[config.mk]
export PLATFORM = sky130hd
export DESIGN_NAME = route_cmd_seq
export DESIGN_NICKNAME = d
export VERILOG_FILES = /design/src/rtl/route_cmd_seq.sv
export SDC_FILE = /design/constraint.sdc
export NUM_CORES = 1
export LEC_CHECK = 0
export BUFFER_PORTS_ARGS = -buffer_cell sky130_fd_sc_hd__buf_2
export CORE_MARGIN = 8
export CORE_UTILIZATION = 50
export CTS_CLUSTER_SIZE = 28
export DETAILED_ROUTE_END_ITERATION = 16
export PLACE_DENSITY = 0.81
export SLEW_MARGIN = 10
export SYNTH_ARGS = -nofsm -noshare
export SYNTH_HDL_FRONTEND = slang
export SYNTH_SLANG_ARGS = --single-unit
[constraint.sdc]
create_clock -name clk -period 2.8 [get_ports clk]
set_clock_uncertainty 0.2 [all_clocks]
set_input_delay 0.56 -clock clk [delete_from_list [all_inputs] [get_ports clk]]
set_output_delay 0.56 -clock clk [all_outputs]
set_load 0.05 [all_outputs]
[src/rtl/route_cmd_seq.sv]
// Route command sequencer: queues turn-code commands and drives go/buzz/err_opn_lp for the motor path.
// Optional BUZZ_TONE_EN macro turns the steady buzz level into a 2^12-cycle square wave.
module route_cmd_seq #(
  parameter int CMD_W      = 16,
  parameter int FIFO_DEPTH = 4,
  parameter int ERR_W      = 16,
  parameter int VEER_MAG   = 32'h0000_0340,
  parameter int REV1_MAG   = 32'h0000_01E0,
  parameter int REV2_MAG   = 32'h0000_0380,
  parameter int REV1_CYC   = 32'd2883584,
  parameter int REV2_CYC   = 32'd65011712,
  parameter int DBNC_CYC   = 32'd4194304,
  parameter int TMR_W      = 26
) (
  input  logic                          clk,
  input  logic                          rst,
  input  logic [CMD_W-1:0]              cmd,
  input  logic                          cmd_rdy,
  output logic                          clr_cmd_rdy,
  input  logic                          line_present,
  input  logic                          BMPL_n,
  input  logic                          BMPR_n,
  output logic                          go,
  output logic                          buzz,
  output logic [ERR_W-1:0]              err_opn_lp,
  output logic [$clog2(FIFO_DEPTH):0]   q_cnt,
  output logic                          q_full
);

  localparam int PW = $clog2(FIFO_DEPTH);
  localparam int QW = PW + 1;
  localparam logic [ERR_W-1:0] VEER_P = ERR_W'(VEER_MAG);
  localparam logic [ERR_W-1:0] VEER_N = ERR_W'(-VEER_MAG);
  localparam logic [ERR_W-1:0] REV1_P = ERR_W'(REV1_MAG);
  localparam logic [ERR_W-1:0] REV1_N = ERR_W'(-REV1_MAG);
  localparam logic [ERR_W-1:0] REV2_P = ERR_W'(REV2_MAG);
  localparam logic [ERR_W-1:0] REV2_N = ERR_W'(-REV2_MAG);
  localparam logic [TMR_W-1:0] REV1_LAST = TMR_W'(REV1_CYC - 32'sd1);
  localparam logic [TMR_W-1:0] REV2_LAST = TMR_W'(REV2_CYC - 32'sd1);
  localparam logic [TMR_W-1:0] DBNC_LAST = TMR_W'(DBNC_CYC - 32'sd1);

  typedef enum logic [2:0] {
    IDLE, FOLLOW, VEER, REV1, REV2, REACQ, BMP_DBNC, BMP_HOLD
  } state_t;

  state_t               state_r, state_s;
  logic [CMD_W-1:0]     fifo_r [FIFO_DEPTH];
  logic [PW-1:0]        wr_ptr_r, rd_ptr_r;
  logic [QW-1:0]        q_cnt_r;
  logic [CMD_W-1:0]     shift_r;
  logic                 last_veer_right_r;
  logic [TMR_W-1:0]     timer_r;
  logic                 push_s, pop_s, shift_en_s, lvr_upd_s, timer_clr_s;
  logic                 go_s, buzz_s, bump_s, full_s;
  logic [ERR_W-1:0]     err_s;
  logic [1:0]           code_s;

  assign full_s = (q_cnt_r == QW'(FIFO_DEPTH));
  assign push_s = cmd_rdy & ~full_s;
  assign bump_s = ~BMPL_n | ~BMPR_n;
  assign code_s = shift_r[1:0];

  // Next-state and output decode; bumps in any maneuvering state override the normal transition.
  always_comb begin
    state_s     = state_r;
    pop_s       = 1'b0;
    shift_en_s  = 1'b0;
    lvr_upd_s   = 1'b0;
    timer_clr_s = 1'b0;
    go_s        = 1'b0;
    buzz_s      = 1'b0;
    err_s       = '0;
    case (state_r)
      IDLE: begin
        if ((q_cnt_r != '0) && line_present) begin
          pop_s   = 1'b1;
          go_s    = 1'b1;
          state_s = FOLLOW;
        end else begin
          state_s = IDLE;
        end
      end
      FOLLOW: begin
        go_s = 1'b1;
        if (!line_present) begin
          case (code_s)
            2'b00:   state_s = IDLE;
            2'b11: begin
              state_s     = REV1;
              timer_clr_s = 1'b1;
            end
            default: state_s = VEER;
          endcase
        end else begin
          state_s = FOLLOW;
        end
      end
      VEER: begin
        go_s  = 1'b1;
        err_s = code_s[0] ? VEER_P : VEER_N;
        if (line_present) begin
          shift_en_s = 1'b1;
          lvr_upd_s  = 1'b1;
          state_s    = FOLLOW;
        end else begin
          state_s = VEER;
        end
      end
      REV1: begin
        go_s  = 1'b1;
        err_s = last_veer_right_r ? REV1_P : REV1_N;
        if (timer_r == REV1_LAST) begin
          timer_clr_s = 1'b1;
          state_s     = REV2;
        end else begin
          state_s = REV1;
        end
      end
      REV2: begin
        go_s  = 1'b1;
        err_s = last_veer_right_r ? REV2_N : REV2_P;
        if (timer_r == REV2_LAST) begin
          state_s = REACQ;
        end else begin
          state_s = REV2;
        end
      end
      REACQ: begin
        go_s = 1'b1;
        if (line_present) begin
          shift_en_s = 1'b1;
          state_s    = FOLLOW;
        end else begin
          state_s = REACQ;
        end
      end
      BMP_DBNC: begin
        buzz_s = 1'b1;
        if (timer_r == DBNC_LAST) begin
          state_s = bump_s ? BMP_HOLD : FOLLOW;
        end else begin
          state_s = BMP_DBNC;
        end
      end
      BMP_HOLD: begin
        if (bump_s) begin
          buzz_s  = 1'b1;
          state_s = BMP_HOLD;
        end else begin
          state_s = FOLLOW;
        end
      end
      default: state_s = IDLE;
    endcase
    if (bump_s && (state_r inside {FOLLOW, VEER, REV1, REV2, REACQ})) begin
      state_s     = BMP_DBNC;
      timer_clr_s = 1'b1;
      shift_en_s  = 1'b0;
      lvr_upd_s   = 1'b0;
    end else begin
      state_s = state_s;
    end
  end

  // State, queue bookkeeping, shift register and saturating timer.
  always_ff @(posedge clk) begin
    if (rst) begin
      state_r           <= IDLE;
      wr_ptr_r          <= '0;
      rd_ptr_r          <= '0;
      q_cnt_r           <= '0;
      shift_r           <= '0;
      last_veer_right_r <= 1'b0;
      timer_r           <= '0;
    end else begin
      state_r <= state_s;
      if (push_s) wr_ptr_r <= wr_ptr_r + PW'(32'd1);
      if (pop_s)  rd_ptr_r <= rd_ptr_r + PW'(32'd1);
      case ({push_s, pop_s})
        2'b10:   q_cnt_r <= q_cnt_r + QW'(32'd1);
        2'b01:   q_cnt_r <= q_cnt_r - QW'(32'd1);
        default: q_cnt_r <= q_cnt_r;
      endcase
      if (pop_s)           shift_r <= fifo_r[rd_ptr_r];
      else if (shift_en_s) shift_r <= {2'b00, shift_r[CMD_W-1:2]};
      if (lvr_upd_s) last_veer_right_r <= code_s[0];
      if (timer_clr_s)           timer_r <= '0;
      else if (timer_r != '1)    timer_r <= timer_r + TMR_W'(32'd1);
    end
  end

  // Command storage; contents are only meaningful where q_cnt says so.
  always_ff @(posedge clk) begin
    if (push_s) fifo_r[wr_ptr_r] <= cmd;
  end

`ifdef BUZZ_TONE_EN
  logic [11:0] div_r;
  logic        tone_r;

  // Tone divider restarts high on every fresh bump so each buzz begins audibly.
  always_ff @(posedge clk) begin
    if (rst) begin
      div_r  <= 12'd0;
      tone_r <= 1'b1;
    end else if ((state_s == BMP_DBNC) && (state_r != BMP_DBNC)) begin
      div_r  <= 12'd0;
      tone_r <= 1'b1;
    end else if (buzz_s) begin
      div_r <= div_r + 12'd1;
      if (div_r == 12'hFFF) tone_r <= ~tone_r;
    end
  end

  assign buzz = buzz_s & tone_r;
`else
  assign buzz = buzz_s;
`endif

  assign clr_cmd_rdy = push_s;
  assign go          = go_s;
  assign err_opn_lp  = err_s;
  assign q_cnt       = q_cnt_r;
  assign q_full      = full_s;

endmodule

# Word-level counts from Yosys, hierarchy flattened
# Memory sizes are Yosys's and may differ from the RTL's. A register that Yosys moved wholly into a read port is not among the register bits.
# Cells that the tools add are included.
# Widths: inputs -> output; s select.
# totals
memories,1
register_bits,53
mem_bits_rw,64
input_bits,22
elab_cells,83
out_inout_bits,23
# classes
bitwise,5
n_reduce_logical,12
muxes,37
n_eq_ne,15
n_addsub,5
# memory_table
memory,words,word_bits,rd,rd_ports_with_merged_regs,write_ports,line,text
fifo_r,4,16,1,1,1,47,logic [CMD_W-1:0] fifo_r [FIFO_DEPTH];
# ops
operator,count
$mux 16,5
$eq 26x22->1 const B,2
$pmux 16 s3,1
$add 26x1->26 const B,1
$eq 26x26->1 const B,1
$ne 26x26->1 const B,1
$pmux 3 s8,1
$mux 3,6
$mux 1,16
$eq 3x3->1 const B,5
$eq 3x2->1 const B,2
$mux 2,3
$pmux 1 s2,3
$pmux 3 s2,1
$reduce_or 2->1,3
$reduce_bool 5->1,1
$reduce_or 5->1,1
$add 2x1->2 const B,2
$eq 2x2->1 const B,2
$pmux 2 s2,1
$reduce_bool 2->1,2
$add 3x1->3 const B,1
$eq 3x1->1 const B,1
$logic_not 3->1,1
other kinds (8),11

# Depth between registers and ports, before layout
# logic_depth
word_depth,6
mapped_depth,11

# Least setup slack after synthesis
# OpenSTA, ideal clock, no wires.
# synth_path
path_type,register to output
start,register state_r[2]
end,output port err_opn_lp[11]
required_ps,2040
n_path_buf,2
arrival_time_ps,2748
path_stages_with_launch,6
slack_ps,-708
cell_sequence,dfxtp_1 clkbuf_1 nor2b_1 nand2_1 o21ai_0 buf_4
# synth_via
elab_chain_len,2
# synth_lines
item,line,text
"start, declared",46,"state_t state_r, state_s;"
"start signal, assigned",176,state_r <= state_s;
$eq 3x3->1 / $eq 3x2->1 (equally long branches),73,case (state_r)
$pmux 16 s3 *,73,
"end, declared",25,"output logic [ERR_W-1:0] err_opn_lp,"
# Every way passes the cells marked *; elsewhere a longest branch is shown, timed or not.

# Worst setup path after layout
# Ends and elaborated chain as after synthesis.

==> qor.yml <==
worst_setup_path:
  crit_start: "state_r[2]$_SDFF_PP0_"
  critPathArrivalTime_ns: 1.91
  start_kind: "flop"
  slowest_delay_ns: 0.34
  required_ns: 2.04
  reg2reg_to: "timer_r[23]$_SDFFE_PP0P_"
  rrSetupSlack_ns: 0.29
  critPathCapture: "err_opn_lp[11]"
  cp_max_fo: 12
  reg2reg_depth: 6
  end_kind: "output port"
  cpMaxStageDelayCell: "dfxtp_1"
  worstReg2RegStart: "timer_r[0]$_SDFFE_PP0P_"
  crit_chain: "buf_4, nor2b_2, nand2_1, o21ai_4, buf_4"
  cp_common_cell: "buf_4"
  worstSetupPathType: "reg -> out"
floorplanning:
  rows: 37
  dieArea_sq_um: 14100
  core_sq_um: 10280
  die_w_um: 118.8
  start_util: 0.5136
  die_h_um: 118.8
  io_pins: 45
routing:
  via_per_inst: 5.773
  drt_pre_antenna_iters: 4
  post_drt_wl_per_cell_um: 17.26
  drcViolationCount: 0
  vias: 3660
  routed_wl_mm: 10.94
  final_antenna_net_count: 0
  drtIter0Drc: 267
grt:
  grt_pass1_vias: 3711
  overflow: 0
  grt_max_degree: 31
  grt_use_total: 0.1605
  grt_pass1_wl_mm: 17.91
  grt_antenna_before_repair: 0
clock_tree:
  cts_tree: "yes"
  root_buffer: "clkbuf_8"
  clk_pin_slew_worst_paths_ns: 0.06
  cts_sinks: 119
  cts_max_level: 4
  clock_path_buffers: 2
  cts_made_buffers: 17
  insertion_delay_ns: 0.53
  hold_buffers: 0
synth:
  synth_top_area_cell: "edfxtp_1"
  synthArstFlopShare: 0
  syn-mean-instance-area_sq_um: 11.89
  synth_top_area_frac: 0.3641
  seq_area_frac_synth: 0.5726
  ys_top_cells_by_area: "edfxtp_1 36%, dfxtp_1 21%, mux4_2 6.8%"
  synth.ff_latch_count: 119
  syn_inst: 444
  ys.flop_type: "edfxtp_1"
  syn_area_sq_um: 5279
  yosys_warnings: 0
  synth_edf_count: 64
  yosys.cell_types.count: 51
timing:
  min_period_ns: 2.673
  drv_slew: 0
  min_period_over_period: 0.9546
  setup_viol: 0
  worst_pin_slew_ns: 0.6100
  fmax_mhz: 374.1
  hold_ws_ns: 0.04044
  setup_tns_ns: 0
  max_slew_margin: 0.5896
  hold_viol_final: 0
placed_design:
  portBuffers: 39
  dp_cells: 601
  gp_congestion: 0.8635
  dp_hpwl_mm: 7.089
layout:
  n_fill_cell: 785
  syn_to_final_growth_pct: 17.87
  layout.cells.non_filler: 634
  multi_input_area_sq_um: 2085
  antennaDiodeCount: 0
  final_nets: 514
  seqCellArea_sq_um: 3028
  drive_gt1_frac: 0.2369
flow_run:
  drv_cap: 0
outcome:
  outcome: "completed"
power_and_ir_drop:
  ir_drop_mv: 0.7182
  power.density_nw_per_um2: 1009
  p_leak_nw: 2.120
min_path:
  hold_class: "in -> reg"
==> stage by stage <==
stage	cell area [sq um]	power, mW	utilization	setup WS (ns)
detailed placement	5605	4.162	0.5454	0.2057
finish	6222	6.276	0.6054	0.1271
global route	6222	6.560	0.6054	-0.001048
floorplan	5304	3.744	-	0.005111
global placement	5605	4.088	0.5454	0.2888
CTS	6188	6.284	0.6021	0.02194
==> cells in the mapped netlist (all sizes together), types with 2 or more instances <==
cell    number
nor3         4
a21o         2
and2         7
a31oi        6
mux2i       19
xor2         6
nand4       11
mux4        16
inv         11
o31ai       10
o22ai        2
nand2       22
a211oi      14
o21ai       13
xnor2        5
nand3       13
edfxtp      64
nor4         4
nor4b        2
and3         7
or2          3
dfxtp       55
clkbuf      14
ha           6
a31o         2
a21oi       27
buf         21
nor2        39
or4         12
or3          8
nor2b        3
nand2b       6
==> worst min-delay path by stage <==
| stage | startpoint | to | slack (ns) | depth (start not counted) |
|---|---|---|---|---|
| floorplan | shift_r[14]$_SDFFE_PP0P_ | shift_r[14]$_SDFFE_PP0P_ | 0.25 | 2 |
| global placement | shift_r[15]$_SDFFE_PP0P_ | shift_r[15]$_SDFFE_PP0P_ | 0.26 | 2 |
| detailed placement | shift_r[14]$_SDFFE_PP0P_ | shift_r[14]$_SDFFE_PP0P_ | 0.29 | 2 |
| CTS | cmd[10] | fifo_r[2][10]$_DFFE_PP_ | 0.02 | 1 |
| global route | cmd[10] | fifo_r[3][10]$_DFFE_PP_ | 0.03 | 1 |
| finish | cmd[10] | fifo_r[1][10]$_DFFE_PP_ | 0.04 | 1 |
==> state kept, by name (all words and copies together), names as in the netlist, named ones only <==
signal             cells
fifo_r                64
timer_r               26
shift_r               16
q_cnt                  3
state_r                3
rd_ptr_r               2
wr_ptr_r               2
last_veer_right_r      1
==> cell families after synthesis <==
family                     Yosys count  share of synthesized area
xor gates and xnor gates            11                    0.01825
muxes                               35                     0.1043
AOI/OAI and AO/OA                   82                    0.09860
and+or+nand+nor                    143                     0.1458
buffers and inverters               46                    0.04172
other                                1                  0.0007104
adders and majority gates            7                    0.01801
DFF                                119                     0.5726
==> layout make-up <==
cell class	count	share of cell area
multi-input cells	283	0.3350
well taps	136	0.02735
repair buffers	53	0.05369
clock inverters	15	0.02413
flip-flops and latches	119	0.4866
inverters	11	0.006636
clock buffers	17	0.06656
==> report_power, final <==
part           leakage (nW)  switching, mW  internal [mW]  total, mW
registers              1.04          0.155           2.10       2.25
clock network         0.278          0.802           1.27       2.07
logic                 0.806           1.25          0.706       1.95
total                  2.12           2.20           4.07       6.28
==> worst max-delay path, delay by kind of cell, from the launching register on <==
kind	cells	cell delay, ns
flip-flops	1	0.34
AO/OA/AOI/OAI	1	0.21
AND/OR/NAND/NOR	2	0.40
buffers and inverters	2	0.43
==> placed cells by master, fill, tap and decap left out, types with 3 or more instances in the layout <==
cell,instances
clkbuf_16,16
nor3_1,4
clkinv_1,4
xnor2_1,5
a21oi_1,26
dfxtp_1,51
mux4_2,16
edfxtp_1,64
a211oi_1,14
a31oi_1,6
o31ai_1,10
and2_1,6
nor2_1,39
dfxtp_2,4
mux2i_1,19
nand2_1,22
conb_1,5
buf_4,19
inv_1,11
or4_1,11
inv_6,5
nand4_1,10
nand3_1,13
o21ai_0,11
buf_2,32
or3_1,8
clkinv_4,3
xor2_1,6
nand2b_1,6
ha_1,6
and3_1,6
==> layer usage <==
layer,share of wire,GRT usage,routed length [um],vias to the layer above
met2,0.51,0.2741,5546,102
li1,-,-,-,1749
met5,0,0,0,-
met4,0.021,0.08775,230,0
met1,0.42,0.1751,4552,1784
met3,0.056,0.04998,613,25
==> repair_timing <==
item,4_1_cts,5_1_grt
gates resized for setup,4,16
endpoints found under the setup margin,8,8
pin swaps,0,0
buffers inserted,1,0
(Power assumes the default switching activity.)
